**config.mk**
```make
export PLATFORM = sky130hd
export DESIGN_NAME = uart_tx_arbiter
export DESIGN_NICKNAME = d
export VERILOG_FILES = /design/src/rtl/uart_arb_pkg.sv /design/src/rtl/uart_tx_arbiter_rr.sv /design/src/rtl/uart_tx_arbiter.sv
export SDC_FILE = /design/constraint.sdc
export NUM_CORES = 1
export LEC_CHECK = 0
export ABC_AREA = 1
export CORE_MARGIN = 2
export CORE_UTILIZATION = 40
export CTS_CLUSTER_DIAMETER = 150
export DETAILED_ROUTE_END_ITERATION = 7
export GPL_ROUTABILITY_DRIVEN = 0
export PLACE_DENSITY = 0.86
export RECOVER_POWER = 25
export SLEW_MARGIN = 20
export SYNTH_ARGS = -nofsm -noshare
export SYNTH_HDL_FRONTEND = slang
export SYNTH_SLANG_ARGS = --single-unit
export TNS_END_PERCENT = 30
```
**constraint.sdc**
```tcl
create_clock -name clk -period 4.2 [get_ports clk]
set_clock_uncertainty 0.1 [all_clocks]
set_input_delay 1.26 -clock clk [delete_from_list [all_inputs] [get_ports clk]]
set_output_delay 1.26 -clock clk [all_outputs]
set_load 0.01 [all_outputs]
```
**src/rtl/uart_arb_pkg.sv**
```systemverilog
// uart_arb_pkg: FSM state encoding and round-robin pick helper
// shared by the uart_tx_arbiter slice.
package uart_arb_pkg;

  localparam int MAX_REQ = 8;

  typedef enum logic [1:0] {
    IDLE,
    WRITE,
    LOCK
  } state_t;

  // Returns {hit, idx}: first set bit at or after ptr, wrapping at n.
  function automatic logic [3:0] rr_pick(
    input logic [MAX_REQ-1:0] valid,
    input logic [2:0]         ptr,
    input int                 n
  );
    logic       hit;
    logic [2:0] idx;
    int         k;
    hit = 1'b0;
    idx = 3'd0;
    for (int i = 0; i < MAX_REQ; i++) begin
      k = int'(ptr) + i;
      if (k >= n) k = k - n;
      if (!hit && i < n && valid[k[2:0]]) begin
        hit = 1'b1;
        idx = k[2:0];
      end
    end
    return {hit, idx};
  endfunction

endpackage

```
**src/rtl/uart_tx_arbiter_rr.sv**
```systemverilog
// rr_arbiter: combinational round-robin select,
// (valid, ptr) -> one-hot grant, index and any-valid flag.
module rr_arbiter
  import uart_arb_pkg::*;
#(
  parameter int N_REQ = 4
) (
  input  logic [N_REQ-1:0]         valid,
  input  logic [$clog2(N_REQ)-1:0] ptr,
  output logic [N_REQ-1:0]         grant,
  output logic [$clog2(N_REQ)-1:0] idx,
  output logic                     any
);

  localparam int IW = $clog2(N_REQ);

  logic [MAX_REQ-1:0] v_ext;
  logic [3:0]         pick;

  always_comb begin
    v_ext = '0;
    v_ext[N_REQ-1:0] = valid;
    pick = rr_pick(v_ext, 3'(ptr), N_REQ);
    any = pick[3];
    idx = IW'(pick[2:0]);
    grant = '0;
    if (pick[3]) grant[idx] = 1'b1;
  end

endmodule

```
**src/rtl/uart_tx_arbiter.sv**
```systemverilog
// uart_tx_arbiter: round-robin share of one UART Avalon write port.
// Define UART_ARB_LOCK_EN to hold the grant until a packet's last byte.
module uart_tx_arbiter
  import uart_arb_pkg::*;
#(
  parameter int N_REQ    = 4,
  parameter int BYTESIZE = 8,
  parameter int ADW      = 32,
  parameter int LOCK_TMO = 255
) (
  input  logic                      clk,
  input  logic                      rst,
  input  logic [N_REQ-1:0]          req_valid,
  input  logic [N_REQ*BYTESIZE-1:0] req_data,
  input  logic [N_REQ-1:0]          req_last,
  output logic [N_REQ-1:0]          req_ready,
  output logic                      uart_write,
  output logic [ADW-1:0]            uart_writedata,
  input  logic                      uart_waitreq,
  output logic [$clog2(N_REQ)-1:0]  grant_idx,
  output logic                      busy
);

  localparam int IW = $clog2(N_REQ);
  localparam logic [IW-1:0] LAST_IDX = IW'(N_REQ - 1);

  state_t           state_q, state_d;
  logic [IW-1:0]    ptr_q;
  logic [IW-1:0]    arb_idx;
  logic [IW-1:0]    take_idx;
  logic [N_REQ-1:0] arb_grant;
  logic             arb_any;
  logic             take;
  logic             done;

  rr_arbiter #(
    .N_REQ(N_REQ)
  ) u_arb (
    .valid(req_valid),
    .ptr  (ptr_q),
    .grant(arb_grant),
    .idx  (arb_idx),
    .any  (arb_any)
  );

  assign done = uart_write & ~uart_waitreq;
  assign busy = (state_q != IDLE);

`ifdef UART_ARB_LOCK_EN
  localparam int TW = $clog2(LOCK_TMO + 2);
  localparam logic [TW-1:0] TMO_LD = TW'(LOCK_TMO);

  logic [TW-1:0] tmo_q;
  logic          last_q;
`else
  logic unused_lock;
  assign unused_lock = ^{req_last, (LOCK_TMO > 0)};
`endif

  always_ff @(posedge clk or posedge rst) begin
    if (rst) state_q <= IDLE;
    else     state_q <= state_d;
  end

  always_comb begin
    state_d   = state_q;
    req_ready = '0;
    take      = 1'b0;
    take_idx  = grant_idx;
    unique case (state_q)
      IDLE: begin
        if (arb_any) begin
          req_ready = arb_grant;
          take      = 1'b1;
          take_idx  = arb_idx;
          state_d   = WRITE;
        end
      end
`ifdef UART_ARB_LOCK_EN
      WRITE: begin
        if (done) state_d = last_q ? IDLE : LOCK;
      end
      LOCK: begin
        if (req_valid[grant_idx]) begin
          req_ready[grant_idx] = 1'b1;
          take    = 1'b1;
          state_d = WRITE;
        end else if (tmo_q == '0) begin
          state_d = IDLE;
        end
      end
`else
      WRITE: begin
        if (done) state_d = IDLE;
      end
`endif
      default: state_d = IDLE;
    endcase
  end

  always_ff @(posedge clk or posedge rst) begin
    if (rst) begin
      ptr_q          <= '0;
      grant_idx      <= '0;
      uart_write     <= 1'b0;
      uart_writedata <= '0;
    end else begin
      if (take) begin
        grant_idx      <= take_idx;
        uart_writedata <= ADW'(req_data[int'(take_idx)*BYTESIZE +: BYTESIZE]);
        uart_write     <= 1'b1;
      end else if (done) begin
        uart_write <= 1'b0;
      end
      // pointer only moves on fresh arbitration, not on locked bytes
      if (take && state_q == IDLE)
        ptr_q <= (take_idx == LAST_IDX) ? '0 : take_idx + 1'b1;
    end
  end

`ifdef UART_ARB_LOCK_EN
  always_ff @(posedge clk or posedge rst) begin
    if (rst) begin
      tmo_q  <= '0;
      last_q <= 1'b1;
    end else begin
      if (take) last_q <= req_last[take_idx];
      if (state_q == WRITE && state_d == LOCK)
        tmo_q <= TMO_LD;
      else if (state_q == LOCK && tmo_q != '0)
        tmo_q <= tmo_q - 1'b1;
    end
  end
`endif

endmodule

```
# Word-level counts from Yosys, hierarchy flattened
# Index checks and enable logic that the tools add are counted.
# classes
n_mux	34
n_bitwise	2
n_reduce_logical	12
magnitude_cmp	10
shifts	1
eq_ne	4
addsub	8
# ops
operator	n
greater-or-equal comparator 32 x 4 -> 1 bit (second input constant)	3
indexed part select 32 x 6 -> 8 bit	1
2-to-1 mux 2 bit	9
less-than comparator 3 x 4 -> 1 bit (second input constant)	4
2-to-1 mux 1 bit	13
binary-select mux 1 bit (select 3 bit)	4
2-to-1 mux 3 bit	4
subtractor 3 bit (second input constant)	3
2-to-1 mux 4 bit	2
adder 2 x 2 -> 3 bit (second input constant)	2
logical AND 1 bit	5
inequality test 2 bit (second input constant)	2
one-hot mux 2 bit (2 select lines)	1
nonzero test 2 bit	2
adder 2 x 1 -> 3 bit (second input constant)	1
greater-or-equal comparator 2 x 3 -> 1 bit (second input constant)	1
zero test 1 bit	3
less-than comparator 2 x 3 -> 1 bit (second input constant)	1
subtractor 2 x 3 -> 3 bit (second input constant)	1
adder 2 x 1 -> 2 bit (second input constant)	1
demux 1 bit (select 2 bit)	1
== test 2 x 1 -> 1 bit (second input constant)	1
== test 2 bit (second input constant)	1
greater-or-equal comparator 2 x 1 -> 1 bit (second input constant)	1
other kinds (4)	4
# word_totals
out_inout_bits	40
word_cells	76
register_bits	15

# Depth between registers and ports, before layout
# logic_depth
word_depth	20
mapped_depth	17
mapped_depth_nobuf	15

# Modules after synthesis
# Synthesis repeated with hierarchy kept, for this count alone.
# hier_totals
cells_unflattened	254
hier_area_um2	1667.8
# by_module_without_submodules
module	area_each_um2	instances	cells_each
uart_tx_arbiter	1281.2	1	184
rr_arbiter	386.6	1	70

# Worst setup path after synthesis
# Ideal clock, no wire load.
# synth_path
path_type	input to output
startpoint	input req_valid[3]
endpoint	output req_ready[1]
arrival_time_ns	2.316
cell_stages	12
n_path_buf	1
path_slack_ns	0.524
required_time_ns	2.840
cell_sequence	inv_1 nand2_1 nand3_1 nand2_1 inv_1 nand2_1 nand2_1 nand2_2 inv_1 nand2_4 buf_6 nor2_1
# synth_via
elab_chain_len	18
elab_cells_between_ends	29
cone_classes	order compare (2); mux (20); reduce/logical (7)
# synth_rtl
element	line	source
start: declaration	uart_tx_arbiter.sv:13	input logic [N_REQ-1:0] req_valid,
binary-select mux 1 bit (select 3 bit)	uart_arb_pkg.sv:27	if (!hit && i < n && valid[k[2:0]]) begin
2-to-1 mux 1 bit (not written as such)	uart_arb_pkg.sv:27	
2-to-1 mux 1 bit	uart_arb_pkg.sv:27	
zero test 1 bit	uart_arb_pkg.sv:27	
logical AND 1 bit	uart_arb_pkg.sv:27	
2-to-1 mux 1 bit	uart_arb_pkg.sv:27	
zero test 1 bit	uart_arb_pkg.sv:27	
logical AND 1 bit	uart_arb_pkg.sv:27	
[... 2 more ...]	n/a	
logical AND 1 bit	uart_arb_pkg.sv:27	
2-to-1 mux 2 bit	uart_arb_pkg.sv:27	
less-than comparator 2 x 3 -> 1 bit (not written as such) or greater-or-equal comparator 2 x 1 -> 1 bit (tied branches)	uart_tx_arbiter_rr.sv:27	if (pick[3]) grant[idx] = 1'b1;
logical AND 1 bit (not written as such)	uart_tx_arbiter_rr.sv:27	
2-to-1 mux 1 bit (not written as such)	uart_tx_arbiter_rr.sv:27	
demux 1 bit (select 2 bit)	n/a	
2-to-1 mux 4 bit (*)	uart_tx_arbiter.sv:72	if (arb_any) begin
2-to-1 mux 4 bit (*)	uart_tx_arbiter.sv:70	unique case (state_q)
end: declaration	uart_tx_arbiter.sv:16	output logic [N_REQ-1:0] req_ready,
# Every way passes the cells marked *; elsewhere a longest branch is shown, timed or not. The select of a mux whose other input is x is not followed.

# Final worst setup path
# layout_path
startpoint	input req_valid[2]
endpoint	output req_ready[1]
# Same word-level chain as after synthesis.

==> metrics.md <==
| Metric | Value |
|---|---|
| Status | finished clean |
| DIE WIDTH | 62.3 um |
| RSZ-0062 raised after global routing | yes |
| Worst path required time | 2840 ps |
| Proportion of layout cells with a drive suffix above 1 | 19.0% |
| Power Internal | 0.719 mW |
| Largest net degree at the start of global routing | 18 |
| CTS Sinks | 14 |
| LEAKAGE | 1.09 nW |
| Sequential Area | 350 um^2 |
| Port buffer count | 54 |
| Syn_area_per_cell | 6.26 um^2 |
| DR vias | 1437 |
| CP Cell Sequence | clkdlybuf4s50_1 > inv_1 > nand2_2 > nand3_2 > nand2_2 > inv_2 > nand3_2 > nand3_2 > nor2_4 > inv_1 > nor2_1 > buf_2 |
| Power Density | 735 nW/um^2 |
| Post-route ant nets | 0 |
| Final hold vios | 0 |
| Clock Path Buffers | 2 |
| Switch Pwr | 0.742 mW |
| Worst setup SP type | input pin |
| Hold buffers post-CTS | 0 |
| Seq/Total Area, Yosys | 25.8% |
| Root Driver | clkbuf_4 |
| Comb power frac | 75.5% |
| Vert. Die Dim | 62.3 um |
| First-pass GRT wire length | 5.25 mm |
| Final wirelength | 3.17 mm |
| Detailed Place HPWL | 2.44 mm |
| Number of library cell types mapped by synthesis | 18 |
| # Max-Cap Violations | 0 |
| Max FO, Critical Path | 4 |
| IO Count | 83 |
| Syn Std Cell Area | 1360 um^2 |
| Sw frac | 50.8% |
| Max H-tree Level | 1 |
| TritonCTS Buffers | 3 |
| Post-route core utilization | 60.5% |
| Worst path max stage delay | 480 ps |
| Peak Freq | 0.243 GHz |
| Worst Path Buf+Inv | 5 |
| Clk_lat worst skew | 270 ps |
| Drt wl/cell | 9.74 um |
| Fin nets | 323 |
| Via density | 4.42 |
| Post-synthesis cell count | 217 |
| Initial DRC Count | 48 |
| Maximum VDD drop | 297 uV |
| Fill count | 319 |
| Remaining DRCs | 0 |
| FP Rows | 21 |
| Remaining Overflow, GRT | 0 |
| Worst Max-Slew Pin Slew | 515 ps |
| YS warnings | 0 |
| Antenna Diode Count | 0 |
| CP top delay family | buffers and inverters |
| Setup TNS | 0 ps |
| Vias in the first global route | 1278 |
| Reg clk slew, reported paths | 80 ps |
| Final setup violation count | 0 |
| Multi-input gate area | 807 um^2 |
| Final period util | 98.1% |
| Synth Register Bits | 14 |
| CTS tree | yes |
| Antenna violations before repair | 0 |
| CP Capture Type | primary output |
| Clock Power Share | 6.6% |
| Worst EP arrival | 2760 ps |
| Initial core utilization | 41.3% |
| GR Util All Layers | 16.3% |
| Area Growth Syn to Fin | 46.5% |
| Core box area | 3280 um^2 |
| Slowest cell on crit path | clkdlybuf4s50_1 |
| Slew HR | 65.6% |
| Die Area | 3880 um^2 |
| Sequential power share | 17.9% |
| Slew Viols, Final | 0 |
| Most used cell, CP | nand3_2 |
| Pre-Repair DR Iteration Count | 4 |
| Crit path kind | in2out |
| Final Critical Period | 4120 ps |
| Hold WC Path Type | reg2reg |
kinds of logic after synthesis:
family,synth area share [%]
compound gates,3.41
buf+inv,25.7
simple gates,44.8
other cells,0.276
flops,25.8
layout make-up:
type	instances	area share, %
clock buffer	4	1.83
inverter	32	6.42
multi-input combinational	165	40.6
sequential	14	17.6
tap	46	2.89
timing repair buffer	64	30.6
synthesized netlist by cell type:
cell type  count  area, um^2
nor2_4         1        11.3
nand2_4        3        33.8
nand3_1       41         205
inv_1         29         109
buf_6          3        33.8
o21ai_0        6        30.0
nor2_1         6        22.5
nand3_2        1        10.0
o21ai_4        1        16.3
nor2_2         2        12.5
nand2_2        5        31.3
buf_2          2        10.0
nand2_1       75         282
conb_1         1        3.75
inv_6          1        8.76
dfrtp_1       14         350
inv_2          2        7.51
buf_4         24         180
path summary, 6_finish.rpt:
| kind | start | end | slack, ps | depth (start not counted) |
|---|---|---|---|---|
| max in group asynchronous | rst | uart_writedata[3] | 2310 | 2 |
| hold / removal | uart_writedata[6] | uart_writedata[6] | 400 | 2 |
| setup / recovery | req_valid[2] | req_ready[1] | 80 | 12 |
| hold reg to reg | uart_writedata[6] | uart_writedata[6] | 400 | 2 |
| min in group asynchronous | rst | ptr_q[0] | 1350 | 2 |
| setup reg to reg | ptr_q[0] | uart_writedata[7] | 1730 | 14 |
cells in the final DEF, fill, tap and decap left out, drive strengths merged:
cell type | netlist | final
buf | 29 | 13
clkbuf | 0 | 4
clkdlybuf4s15 | 0 | 1
clkdlybuf4s50 | 0 | 46
conb | 1 | 24
dfrtp | 14 | 14
dlygate4sd3 | 0 | 1
dlymetal6s2s | 0 | 3
inv | 32 | 32
nand2 | 83 | 83
nand3 | 42 | 42
nor2 | 9 | 9
o21ai | 7 | 7
routing by layer:
| layer | global-route usage, % | vias up | part of all wire [%] |
|---|---|---|---|
| li1 | - | 744 | - |
| met1 | 17.9 | 644 | 41 |
| met2 | 32.2 | 47 | 52 |
| met3 | 2.17 | 2 | 5.6 |
| met4 | 5.00 | 0 | 0.95 |
| met5 | 0 | - | 0 |
worst reg2reg max path, stage by stage (launching register included):
cell and delay [ps]:
dfrtp_1 600, inv_6 90, nand2_1 90, nand2_2 100
nand2_2 100, nand2_4 70, nor2_4 130, nand3_2 90
nand2_4 100, buf_4 220, nand2_4 170, o21ai_4 220
nand2_1 100, nand3_1 100, nand3_1 80
sequential cells by signal, indices dropped and copies added (netlist names):
name	count
uart_write	1
ptr_q	2
state_q	1
uart_writedata	8
grant_idx	2
power by group through the flow:
| stage | Sequential [mW] | Combinational (mW) | Clock (mW) |
|---|---|---|---|
| after CTS | 0.262 | 1.07 | 0.0982 |
| after floorplan | 0.270 | 0.700 | 0 |
| final | 0.262 | 1.10 | 0.0959 |
| after detailed placement | 0.262 | 1.04 | 0 |
| after global routing | 0.271 | 1.23 | 0.105 |
| after global placement | 0.260 | 1.02 | 0 |
what timing repair did:
action | in CTS | in global routing
endpoints found under the hold margin | 0 | 0
setup buffers | 1 | 0
setup endpoints to repair | 4 | 4
gates resized for setup | 23 | 19
gates cloned | 0 | 0
pin swaps | 4 | 6
metrics by stage:
step                total power [mW]  cells  area, um^2  setup slack [ps]  hold slack [ps]
finish                          1.46    325        1990              78.0              400
global placement                1.28    320        1890              -444              379
CTS                             1.43    325        1950             -32.5              403
detailed placement              1.30    320        1890              -504              382
floorplan                      0.970    240        1440               524              432
global route                    1.61    325        1990             -17.7              432
(Power assumes the default switching activity.)
